===== config.mk =====
export PLATFORM = sky130hd
export DESIGN_NAME = ble_packet_rx
export DESIGN_NICKNAME = d
export VERILOG_FILES = /design/src/rtl/ble_pkg.sv /design/src/rtl/ble_cmd_fifo.sv /design/src/rtl/ble_packet_rx.sv
export SDC_FILE = /design/constraint.sdc
export NUM_CORES = 1
export LEC_CHECK = 0
export BUFFER_PORTS_ARGS = -buffer_cell sky130_fd_sc_hd__clkbuf_2
export CAP_MARGIN = 0
export CELL_PAD_IN_SITES_DETAIL_PLACEMENT = 0
export CELL_PAD_IN_SITES_GLOBAL_PLACEMENT = 1
export CORE_UTILIZATION = 30
export CTS_CLUSTER_DIAMETER = 200
export CTS_CLUSTER_SIZE = 25
export DETAILED_ROUTE_END_ITERATION = 7
export GPL_TIMING_DRIVEN = 0
export HOLD_SLACK_MARGIN = 0.06
export PLACE_DENSITY_LB_ADDON = 0.1
export SYNTH_ARGS = -nofsm -noshare
export SYNTH_HDL_FRONTEND = slang
export SYNTH_SLANG_ARGS = --single-unit

===== constraint.sdc =====
create_clock -name clk_in -period 6.5 [get_ports clk_in]
set_input_delay 0.975 -clock clk_in [delete_from_list [all_inputs] [get_ports clk_in]]
set_output_delay 0.975 -clock clk_in [all_outputs]
set_load 0.005 [all_outputs]

===== src/rtl/ble_pkg.sv =====
// Shared constants, FSM state encoding and command layout for the BLE packet
// receiver. The packet checksum is compiled in only when BLE_RX_CHECKSUM_EN
// is defined (see ble_packet_rx).
package ble_pkg;

  localparam logic [7:0] START_BYTE  = 8'h21;
  localparam logic [7:0] TYPE_BUTTON = 8'h42;
  localparam logic [7:0] TYPE_COLOR  = 8'h43;

  // Default command geometry (4 payload bytes); the receiver builds its own
  // entry type from its MAX_PAYLOAD parameter with the same field order.
  localparam int CMD_MAX_PAYLOAD = 4;
  localparam int CMD_LEN_W       = $clog2(CMD_MAX_PAYLOAD + 1);

  typedef enum logic [1:0] {
    ST_IDLE    = 2'd0,
    ST_TYPE    = 2'd1,
    ST_PAYLOAD = 2'd2,
    ST_CHECK   = 2'd3
  } ble_state_t;

  typedef struct packed {
    logic [7:0]                   pkt_type;
    logic [CMD_LEN_W-1:0]         len;
    logic [8*CMD_MAX_PAYLOAD-1:0] payload;
  } ble_cmd_t;

  // Payload length for a packet type; 0 marks an unknown type.
  function automatic logic [7:0] payload_len(input logic [7:0] pkt_type);
    case (pkt_type)
      TYPE_BUTTON: payload_len = 8'd2;
      TYPE_COLOR:  payload_len = 8'd3;
      default:     payload_len = 8'd0;
    endcase
  endfunction

endpackage


===== src/rtl/ble_cmd_fifo.sv =====
// Synchronous show-ahead FIFO for decoded commands. The head entry is always
// visible on head_out while not empty. A push into a full FIFO is accepted
// when a pop happens in the same cycle (the freed slot is the one written).
module ble_cmd_fifo #(
  parameter type entry_t = ble_pkg::ble_cmd_t,
  parameter int  DEPTH   = 8,
  parameter int  CNT_W   = $clog2(DEPTH + 1)
) (
  input  logic             clk_in,
  input  logic             rst_in,
  input  logic             push_in,
  input  entry_t           push_data_in,
  input  logic             pop_in,
  output entry_t           head_out,
  output logic             full_out,
  output logic             empty_out,
  output logic [CNT_W-1:0] count_out
);

  localparam int PTR_W = $clog2(DEPTH);

  entry_t           mem [DEPTH];
  logic [PTR_W-1:0] wr_ptr;
  logic [PTR_W-1:0] rd_ptr;
  logic [CNT_W-1:0] count;
  logic             do_push;
  logic             do_pop;

  assign full_out  = (count == CNT_W'(DEPTH));
  assign empty_out = (count == '0);
  assign count_out = count;
  assign head_out  = mem[rd_ptr];

  // Qualify the requests against occupancy.
  always_comb begin
    do_pop  = pop_in && !empty_out;
    do_push = push_in && (!full_out || do_pop);
  end

  // Storage, pointers and occupancy count.
  always_ff @(posedge clk_in) begin
    if (rst_in) begin
      wr_ptr <= '0;
      rd_ptr <= '0;
      count  <= '0;
      for (int i = 0; i < DEPTH; i++) mem[i] <= '0;
    end else begin
      if (do_push) begin
        mem[wr_ptr] <= push_data_in;
        wr_ptr      <= wr_ptr + PTR_W'(1);
      end
      if (do_pop) rd_ptr <= rd_ptr + PTR_W'(1);
      count <= count + CNT_W'(do_push) - CNT_W'(do_pop);
    end
  end

endmodule


===== src/rtl/ble_packet_rx.sv =====
// BLE UART packet parser: START, TYPE, payload, checksum. Good packets are
// queued in a show-ahead command FIFO; checksum, timeout and overflow errors
// are reported as registered one-cycle pulses plus a saturating counter.
// Define BLE_RX_CHECKSUM_EN to verify the checksum byte (~sum of START, TYPE
// and payload); otherwise the checksum byte is consumed and ignored.
// state_out exposes the parser FSM state for debug.
//
// Handshake: the head command transfers on any rising edge where
// cmd_valid_out && cmd_ready_in; cmd_valid_out never depends on cmd_ready_in
// and head fields hold steady while valid is high and ready is low.
module ble_packet_rx
  import ble_pkg::*;
#(
  parameter int MAX_PAYLOAD    = 4,
  parameter int FIFO_DEPTH     = 8,
  parameter int TIMEOUT_CYCLES = 74250
) (
  input  logic                                 clk_in,
  input  logic                                 rst_in,
  input  logic [7:0]                           byte_in,
  input  logic                                 byte_valid_in,
  input  logic                                 cmd_ready_in,
  output logic                                 cmd_valid_out,
  output logic [7:0]                           cmd_type_out,
  output logic [8*MAX_PAYLOAD-1:0]             cmd_payload_out,
  output logic [$clog2(MAX_PAYLOAD+1)-1:0]     cmd_len_out,
  output logic [$clog2(FIFO_DEPTH+1)-1:0]      fifo_count_out,
  output logic                                 err_checksum_out,
  output logic                                 err_timeout_out,
  output logic                                 err_overflow_out,
  output logic [7:0]                           err_count_out,
  output logic [1:0]                           state_out
);

  localparam int LEN_W = $clog2(MAX_PAYLOAD + 1);
  localparam int CNT_W = $clog2(FIFO_DEPTH + 1);
  localparam int TMO_W = $clog2(TIMEOUT_CYCLES);

  typedef struct packed {
    logic [7:0]               pkt_type;
    logic [LEN_W-1:0]         len;
    logic [8*MAX_PAYLOAD-1:0] payload;
  } cmd_t;

  ble_state_t               state;
  logic [7:0]               type_q;
  logic [LEN_W-1:0]         len_q;
  logic [LEN_W-1:0]         idx_q;
  logic [8*MAX_PAYLOAD-1:0] payload_q;
  logic [TMO_W-1:0]         tmo_cnt;
  logic                     err_timeout_q;
  logic                     err_overflow_q;
  logic [7:0]               err_count_q;

  logic                     chk_ok;
  logic                     good_pkt;
  logic                     ovf_evt;
  logic                     tmo_evt;
  logic                     err_any;
  logic                     pop;
  logic                     fifo_full;
  logic                     fifo_empty;
  cmd_t                     push_data;
  cmd_t                     head;

`ifdef BLE_RX_CHECKSUM_EN
  logic [7:0]               sum_q;
  logic                     err_checksum_q;
  logic                     bad_evt;
`endif

  assign pop              = cmd_valid_out && cmd_ready_in;
  assign cmd_valid_out    = !fifo_empty;
  assign cmd_type_out     = head.pkt_type;
  assign cmd_len_out      = head.len;
  assign cmd_payload_out  = head.payload;
  assign err_timeout_out  = err_timeout_q;
  assign err_overflow_out = err_overflow_q;
  assign err_count_out    = err_count_q;
  assign state_out        = state;
`ifdef BLE_RX_CHECKSUM_EN
  assign err_checksum_out = err_checksum_q;
`else
  assign err_checksum_out = 1'b0;
`endif

  // Packet verdicts for the checksum byte and the inter-byte timeout.
  always_comb begin
`ifdef BLE_RX_CHECKSUM_EN
    chk_ok  = (byte_in == ~sum_q);
    bad_evt = (state == ST_CHECK) && byte_valid_in && !chk_ok;
`else
    chk_ok  = 1'b1;
`endif
    good_pkt = (state == ST_CHECK) && byte_valid_in && chk_ok;
    ovf_evt  = good_pkt && fifo_full && !pop;
    tmo_evt  = (state != ST_IDLE) && !byte_valid_in &&
               (tmo_cnt == TMO_W'(TIMEOUT_CYCLES - 1));
    err_any  = ovf_evt || tmo_evt;
`ifdef BLE_RX_CHECKSUM_EN
    err_any  = err_any || bad_evt;
`endif
    push_data          = '0;
    push_data.pkt_type = type_q;
    push_data.len      = len_q;
    push_data.payload  = payload_q;
  end

  // Parser FSM; advances only on byte strobes, falls back to IDLE on timeout.
  always_ff @(posedge clk_in) begin
    if (rst_in) begin
      state          <= ST_IDLE;
      type_q         <= '0;
      len_q          <= '0;
      idx_q          <= '0;
      payload_q      <= '0;
      err_timeout_q  <= 1'b0;
      err_overflow_q <= 1'b0;
`ifdef BLE_RX_CHECKSUM_EN
      err_checksum_q <= 1'b0;
`endif
    end else begin
      err_timeout_q  <= 1'b0;
      err_overflow_q <= 1'b0;
`ifdef BLE_RX_CHECKSUM_EN
      err_checksum_q <= 1'b0;
`endif
      if (byte_valid_in) begin
        case (state)
          ST_IDLE: begin
            if (byte_in == START_BYTE) state <= ST_TYPE;
          end
          ST_TYPE: begin
            if (payload_len(byte_in) != 8'd0) begin
              type_q    <= byte_in;
              len_q     <= LEN_W'(payload_len(byte_in));
              idx_q     <= '0;
              payload_q <= '0;
              state     <= ST_PAYLOAD;
            end else if (byte_in != START_BYTE) begin
              state <= ST_IDLE;
            end
          end
          ST_PAYLOAD: begin
            payload_q[8*idx_q +: 8] <= byte_in;
            if (idx_q == len_q - LEN_W'(1)) state <= ST_CHECK;
            else idx_q <= idx_q + LEN_W'(1);
          end
          ST_CHECK: begin
            err_overflow_q <= ovf_evt;
`ifdef BLE_RX_CHECKSUM_EN
            err_checksum_q <= bad_evt;
`endif
            state <= ST_IDLE;
          end
          default: state <= ST_IDLE;
        endcase
      end else if (tmo_evt) begin
        state         <= ST_IDLE;
        err_timeout_q <= 1'b1;
      end
    end
  end

`ifdef BLE_RX_CHECKSUM_EN
  // Running sum from START up to (not including) the checksum byte; a START
  // seen in TYPE restarts it.
  always_ff @(posedge clk_in) begin
    if (rst_in) begin
      sum_q <= '0;
    end else if (byte_valid_in) begin
      case (state)
        ST_IDLE:    if (byte_in == START_BYTE) sum_q <= byte_in;
        ST_TYPE:    sum_q <= (byte_in == START_BYTE) ? byte_in : sum_q + byte_in;
        ST_PAYLOAD: sum_q <= sum_q + byte_in;
        default:    sum_q <= sum_q;
      endcase
    end
  end
`endif

  // Idle-cycle counter between bytes of a packet.
  always_ff @(posedge clk_in) begin
    if (rst_in || byte_valid_in || state == ST_IDLE || tmo_evt) tmo_cnt <= '0;
    else tmo_cnt <= tmo_cnt + TMO_W'(1);
  end

  // Saturating error counter; at most one error source fires per cycle.
  always_ff @(posedge clk_in) begin
    if (rst_in) err_count_q <= '0;
    else if (err_any && err_count_q != 8'hFF) err_count_q <= err_count_q + 8'd1;
  end

  ble_cmd_fifo #(
    .entry_t (cmd_t),
    .DEPTH   (FIFO_DEPTH),
    .CNT_W   (CNT_W)
  ) u_fifo (
    .clk_in       (clk_in),
    .rst_in       (rst_in),
    .push_in      (good_pkt),
    .push_data_in (push_data),
    .pop_in       (pop),
    .head_out     (head),
    .full_out     (fifo_full),
    .empty_out    (fifo_empty),
    .count_out    (fifo_count_out)
  );

endmodule


# Word level (Yosys, flattened, before mapping)
# Memory sizes are Yosys's and may differ from the RTL's. A register that Yosys moved wholly into a read port is not among the register bits.
# Cells that the tools add are included.
# word_totals
ram_bits,344
elab_cells,101
mem_count,1
output_inout_bits,61
reg_bits,85
# memory_table
name,words,word_bits,rd,rd_clocked_by_memory_dff,wr,line_no,rtl
u_fifo.mem,8,43,1,1,8,ble_cmd_fifo.sv:22,entry_t mem [DEPTH];
# classes
n_bitwise,2
n_shift,2
n_eq_ne,16
n_reduce_logical,31
n_addsub,9
muxes,28
# op_table
cell,count
$pmux W32 S2,1
$mux W43,1
$reduce_or A43 Y1,1
$neg A6 Y34,1
$shift A8 B34 Y32 const A,1
$shiftx A8 B34 Y32,1
$bwmux W32,1
$mux W32,1
$mux W8,3
$add A17 B1 Y17 const B,1
$eq A17 B17 Y1 const B,1
$eq A8 B7 Y1 const B,2
$mux W3,5
$mux W2,6
$add A3 B1 Y3 const B,3
$logic_and A1 B1 Y1,9
$add A8 B1 Y8 const B,1
$eq A8 B6 Y1 const B,1
$ne A8 B6 Y1 const B,1
$ne A8 B8 Y1 const B,1
$pmux W2 S4,1
$reduce_and A4 Y1,2
$reduce_bool A8 Y1,1
$mux W1,7
21 further kinds,35

# Depth between registers and ports, before layout
# Gate-level depths: netlist (run 1).
# logic_depth
depth_word,11
depth_mapped,10
depth_no_buf,10

# By module
# A second synthesis (run 1) with hierarchy kept.
# unflattened
hier_cells,1387
hier_area_um2,18741.7
# modules_own_cells
module,area_per_inst_um2,n_inst,cells_per_inst
ble_cmd_fifo,15756.4,1,1077
ble_packet_rx,2985.4,1,310

# Least setup slack after synthesis (run 1)
# Ideal clock, no wire load.
# synth_path
path_type,input port to flip-flop
start,input port cmd_ready_in
end,"memory u_fifo.mem[3][0] (netlist bit), enable pin"
arrival_ns,4.790
path_buffers,1
path_slack_ns,1.210
stages,5
cell_sequence,nand2b_1 a31oi_2 nand2b_1 clkbuf_1 o21ai_0
# synth_lines
item,line_no,rtl
start: declaration,ble_packet_rx.sv:22,"input logic cmd_ready_in,"
end: declaration,ble_cmd_fifo.sv:22,

==> results.toml, run 1 <==
[cts]
clkLatencyLatePin_ns = 0.57
clk_path_buf_depth = 3
holdBufCountCts = 0
numClockSinks = 423
cts_tree = "yes"
path_clk_slew_ns = 0.10
ctsResizeCount = 0
root_buffer = "clkbuf_16"
postCtsSetupRepairBufs = 0
ctsHtreeMaxLevel = 1
numCtsBuffers = 20

[sta]
skew_ns = 0.01521
post-route-min-period_ns = 4.414
slew_violations = 0
fin_ws_ns = 2.086
fmax_mhz = 226.6
fin_crit_sh_pct = 67.90
max_slew_margin_pct = 12.71
tightest_slew_ns = 1.306
finalHoldViolations = 0
finalSetupViolCount = 0
rsz0062_at_grt = "false"

[place]
place_inst = 2125
place_area_um2 = 20210
place_ws_ns = 2.237
dpl.hpwl_um = 33600
port_buffers = 69
place.gp.congestion = 0.7548

[flow_run]
maxCapViolations = 0

[setup_path]
cp-endpoint = "cmd_payload_out[7]"
crit_path_max_fanout = 10
arrival_ns = 3.44
end_kind = "output pin"
worstSetupStartpointType = "flop"
rrSetupSlack_ns = 2.73
r2r-start = "u_fifo.count_out[2]"
path_class = "reg -> out"
ff2ff_path_depth = 8
timing.rr.end = "u_fifo.mem[0][27]"
cp_data_required_time_ns = 5.52

[final_layout]
final_cells = 2162
register_area_um2 = 11830
final_cell_area_um2 = 20800
multi_input_area_um2 = 6382
fillCellCount = 5815
nNetsFinal = 1392
drive_above_1_share_pct = 18.35
syn2layout_area_growth_pct = 12.16

[detailed_routing]
vias_per_cell = 4.798
vias = 10373
routed_wl_um = 50880
first_pass_iters = 5
antenna_left = 0
drc_errors = 0
first_iter_violations = 793
post_drt_wl_per_cell_um = 23.53

[power_and_ir_drop]
vdd_drop_max_mv = 0.1556
leakagePower_uw = 0.006931
powerDensity_nw_per_um2 = 274.6

[synth]
async_flop_share_pct = 0
synth_common_cells = "336 x edfxtp_1, 320 x and2_1, 87 x dfxtp_1, 84 x mux4_2, 61 x clkbuf_1"
yosys.cell_types.count = 55
ys_ff_latch = 423
synthTopCellsByArea = "edfxtp_1 54%, and2_1 11%, mux4_2 10%, dfxtp_1 9.4%, mux2_2 2.6%"
yosysMostFrequentCell = "edfxtp_1"
synth.cell_area_um2 = 18540
synth_edf_count = 336
ys_seq_area_share_pct = 63.81
synth_ff_type = "edfxtp_1"
syn_area_per_cell_um2 = 14.70
synth_top_cell_area_share_pct = 54.41
yosys.area.top_type = "edfxtp_1"
yosysWarnings = 0
synthCells = 1261

[grt]
grt_pass1_wl_um = 75330
grt_usage_pct = 16.40
grt_pass1_vias = 10669
antenna_found_initial = 5
grt-ovfl-total = 0
grt_max_degree = 31

[floorplan]
core_um2 = 60700
fp.dieH_um = 250.6
start_util_pct = 30.55
num_rows = 90
die_w_um = 250.6
dieArea_um2 = 62810
ioPinCount = 73

[outcome]
status = "finished clean"

[worst_hold_path]
hp-class = "reg -> reg"
## per-stage QoR
stage	utilization (%)	TNS, ns	power (µW)	hold slack, ns
floorplan	-	0	3876	0.4337
global placement	32.74	-552.78	4297	0.4515
detailed placement	33.30	0	4307	0.4552
CTS	34.26	0	5813	0.4835
global route	34.26	0	5974	0.5192
finish	34.27	0	5711	0.4801
## sequential cells by signal, summed over array words and instances (netlist names), 3 cells and up, named ones only
| signal | cells |
|---|---|
| u_fifo.wr_ptr | 3 |
| u_fifo.mem | 336 |
| u_fifo.count_out | 4 |
| idx_q | 3 |
| u_fifo.rd_ptr | 3 |
| type_q | 8 |
| payload_q | 32 |
| err_count_out | 8 |
| tmo_cnt | 17 |
## report_power, final
group / leakage, µW / switching [µW] / internal (µW) / total, µW
Combinational: 0.00276 / 566 / 567 / 1130
Sequential: 0.00389 / 45.6 / 3030 / 3080
Clock: 0.000277 / 886 / 616 / 1500
## worst max-delay path, cell delays in order, from the launching register on
cell	delay, ns
dfxtp_1	0.47
clkbuf_1	0.76
buf_1	0.79
mux4_2	0.42
mux2_2	0.31
clkbuf_2	0.12
## cell usage in the layout, fill, tap and decap left out, types with 5 or more instances in the layout
cell,netlist,routed
a21oi_1,21,21
a22o_1,23,23
a2bb2o_1,6,6
and2_1,320,320
and3_1,12,12
buf_1,6,6
buf_12,0,5
buf_16,0,7
buf_2,6,6
clkbuf_1,61,75
clkbuf_16,0,21
clkbuf_2,0,69
dfxtp_1,87,87
edfxtp_1,336,336
ha_1,14,14
inv_1,18,18
mux2_2,42,42
mux4_2,84,84
nand2_1,25,25
nand3_1,22,22
nand4_1,6,6
nor2_1,47,47
nor2b_1,8,8
nor3_1,18,18
o31ai_1,6,6
or4_1,9,9
xnor2_1,9,9
xor2_1,16,16
## cells by family after synthesis
family          count (synthesis)  synth area share, %
flops                         423                63.81
fa+ha+maj                      15                1.053
mux                           130                12.97
compound gates                 77                3.016
buf+inv                        95                2.065
simple gates                  495                15.89
xor+xnor                       25                1.181
other cells                     1              0.02022
## layer usage
layer  vias to the layer above  wire length, µm  share of wire, %  global-route usage (%)
li1                       4841                -                 -                       -
met1                      5342            24140                47                   23.31
met2                       150            24420                48                   27.19
met3                        36             1658               3.3                   1.798
met4                         4              628               1.2                   2.945
met5                         -               26             0.051                       0
## how the worst min path moves through the flow
| stage | from | end | slack [ns] | cells past startpoint |
|---|---|---|---|---|
| 6_report | tmo_cnt[0] | tmo_cnt[0] | 0.48 | 1 |
| 2_1_floorplan | tmo_cnt[0] | tmo_cnt[0] | 0.43 | 1 |
| 3_3_place_gp | tmo_cnt[0] | tmo_cnt[0] | 0.45 | 1 |
| 5_1_grt | tmo_cnt[0] | tmo_cnt[0] | 0.52 | 1 |
| 3_5_place_dp | tmo_cnt[0] | tmo_cnt[0] | 0.46 | 1 |
| 4_1_cts | tmo_cnt[0] | tmo_cnt[0] | 0.48 | 1 |
## layout make-up
cell class	count	area share, %
flip-flops and latches	423	56.89
multi-input cells	744	30.69
well taps	782	4.705
repair buffers	81	3.068
clock buffers	35	2.779
plain buffers	77	1.516
inverters	18	0.3249
clock inverters	1	0.01805
diodes	1	0.01203
No activity file was read; power rests on OpenSTA's default activity.
==> inputs of run 2 (changes only) <==
--- a/config.mk
+++ b/config.mk
@@ -5,6 +5,7 @@
 export SDC_FILE = /design/constraint.sdc
 export NUM_CORES = 1
 export LEC_CHECK = 0
+export ABC_AREA = 1
 export BUFFER_PORTS_ARGS = -buffer_cell sky130_fd_sc_hd__clkbuf_2
 export CAP_MARGIN = 0
 export CELL_PAD_IN_SITES_DETAIL_PLACEMENT = 0
==> constraint.sdc (replaced) <==
create_clock -name clk_in -period 4.5 [get_ports clk_in]
set_input_delay 0.675 -clock clk_in [delete_from_list [all_inputs] [get_ports clk_in]]
set_output_delay 0.675 -clock clk_in [all_outputs]
set_load 0.005 [all_outputs]
==> results.toml, run 2 <==
[outcome]
status = "finished clean"

[sta]
skew_ns = 0.02056
fin_crit_sh_pct = 89.79
post-route-min-period_ns = 4.040
fin_setup_tns_ns = 0
fin_ws_ns = 0.4596
finalSetupViolCount = 0
max_slew_margin_pct = 35.91
finalHoldViolations = 0
rsz0062_at_grt = "false"
tightest_slew_ns = 0.9613
fmax_mhz = 247.5
slew_violations = 0

[grt]
grt_usage_pct = 18.48
grt_pass1_wl_um = 87530
grt_pass1_vias = 13480
grt_max_degree = 43
antenna_found_initial = 0
grt-ovfl-total = 0

[setup_path]
crit_slowest_cell = "dfxtp_1"
crit_chain = "buf_2, clkinv_1, buf_2, clkbuf_1, nor2_1, o32ai_1, nand2_1, nand2_1, clkbuf_2"
arrival_ns = 3.37
crit_path_max_fanout = 10
crit_family = "buffers and inverters"
max_stage_delay_ns = 0.64
path_buf_inv = 5
worstSetupStartpointType = "flop"
end_kind = "output pin"
path_class = "reg -> out"
cp_data_required_time_ns = 3.83

[final_layout]
drive_above_1_share_pct = 8.148
syn2layout_area_growth_pct = 11.12
final_cells = 2807
final_cell_mix = "650 x nor2_1, 336 x edfxtp_1, 258 x nand2_1"
largest_reg_flops = 336
fillCellCount = 6309
multi_input_area_um2 = 5843
register_area_um2 = 11830
utilization_pct = 33.98
n_antenna_cell = 0
nNetsFinal = 2038
top_regs = "u_fifo.mem: 336 flops, payload_q: 32 flops, tmo_cnt: 17 flops"
top_register = "u_fifo.mem"
mostFrequentLayoutCell = "nor2_1"

[cts]
clk_path_buf_depth = 3
numCtsBuffers = 20
root_buffer = "clkbuf_16"
path_clk_slew_ns = 0.11
postCtsSetupRepairBufs = 0
holdBufCountCts = 0
clkLatencyLatePin_ns = 0.57
cts_tree = "yes"
ctsResizeCount = 0
numClockSinks = 423
ctsHtreeMaxLevel = 1

[synth]
async_flop_share_pct = 0
yosysWarnings = 0
yosysMostFrequentCell = "nor2_1"
ys_seq_area_share_pct = 63.63
synthCells = 1913
synth_common_cells = "650 x nor2_1, 336 x edfxtp_1, 266 x nand2_1, 100 x inv_1, 94 x o21ai_0"
synth.cell_area_um2 = 18590
synth_top_cell_area_share_pct = 54.26
synthTopCellsByArea = "edfxtp_1 54%, nor2_1 13%, dfxtp_1 9.4%, nand2_1 5.4%, o32ai_1 4.0%"
syn_area_per_cell_um2 = 9.720
yosys.cell_types.count = 38
synth_edf_count = 336
synth_ff_type = "edfxtp_1"
yosys.area.top_type = "edfxtp_1"
ys_ff_latch = 423

[floorplan]
dieArea_um2 = 62980
die_w_um = 251.0
fp.dieH_um = 251.0
num_rows = 90
start_util_pct = 30.58
ioPinCount = 73
core_um2 = 60810

[power_and_ir_drop]
powerDensity_nw_per_um2 = 423.3
vdd_drop_max_mv = 0.3297
leakagePower_uw = 0.007227

[detailed_routing]
routed_wl_um = 58430
vias_per_cell = 4.853
first_pass_iters = 5
vias = 13623
drc_errors = 0
post_drt_wl_per_cell_um = 20.82
first_iter_violations = 961
antenna_left = 0

[place]
place_ws_ns = 0.9810
place.gp.congestion = 0.7643
place_inst = 2771
dpl.hpwl_um = 39130
port_buffers = 70

[worst_hold_path]
hp-class = "reg -> reg"

[flow_run]
maxCapViolations = 0
==> run 2: cell count changes after synthesis, sizes merged, moves of 87 or more <==
cell	previous run	this run
nor2	47	651
nand2	25	271
o21ai	8	95
and2	320	1
inv	18	105
==> run 2: cell type report <==
class                   count  share of cell area (%)
flip-flops and latches    423                   57.26
multi-input cells        1270                   28.28
well taps                 782                   4.736
clock buffers              36                   2.864
plain buffers             109                   2.604
repair buffers             75                   2.216
inverters                 112                   2.035
==> run 2: cell families (layout without fill, tap and decap cells) <==
| logic type | after synthesis | in the layout | share of synthesized area [%] |
|---|---|---|---|
| adder cells (fa/ha/maj) | 15 | 15 | 1.050 |
| XOR/XNOR | 15 | 15 | 0.7066 |
| AND/OR/NAND/NOR | 998 | 998 | 21.21 |
| flip-flops | 423 | 423 | 63.63 |
| AO/OA/AOI/OAI | 240 | 240 | 8.230 |
| other | 1 | 2 | 0.02017 |
| buffers and inverters | 221 | 332 | 5.154 |
==> run 2: path summary, 6_finish.rpt <==
check / startpoint / end / slack (ns) / cells past startpoint
max: flop / cmd_payload_out[0] / 0.46 / 9
min: type_q[7] / type_q[7] / 0.46 / 2
max reg2reg: u_fifo.count_out[2] / u_fifo.mem[0][19] / 1.17 / 9
min reg2reg: type_q[7] / type_q[7] / 0.46 / 2
==> run 2: worst reg2reg max path, delay by kind of cell (launching register included) <==
kind,cells,cell delay [ns]
adders and majority gates,1,0.21
DFF,1,0.36
buffers and inverters,3,0.80
AOI/OAI and AO/OA,1,0.31
and+or+nand+nor,4,1.30
==> run 2: metal layers <==
| layer | global-route usage, % | routed length (µm) | up-vias |
|---|---|---|---|
| met1 | 25.88 | 27520 | 6698 |
| met5 | 0 | 0 | - |
| met2 | 31.31 | 27960 | 283 |
| met3 | 1.833 | 2261 | 43 |
| li1 | - | - | 6599 |
| met4 | 3.118 | 697 | 0 |
==> run 2: per-stage QoR <==
step / instance area [µm²] / total power [µW] / hold slack (ns)
final: 20660 / 8746 / 0.4650
after global routing: 20660 / 9208 / 0.4851
after CTS: 20660 / 8866 / 0.4661
after detailed placement: 20070 / 6685 / 0.4498
after global placement: 19930 / 6681 / 0.4437
after floorplan: 18600 / 5731 / 0.4337
==> run 2: power by group <==
group | leakage [µW] | internal, µW | switching [µW]
logic | 0.00278 | 683 | 1450
clock network | 0.000283 | 906 | 1300
registers | 0.00417 | 4340 | 77.0
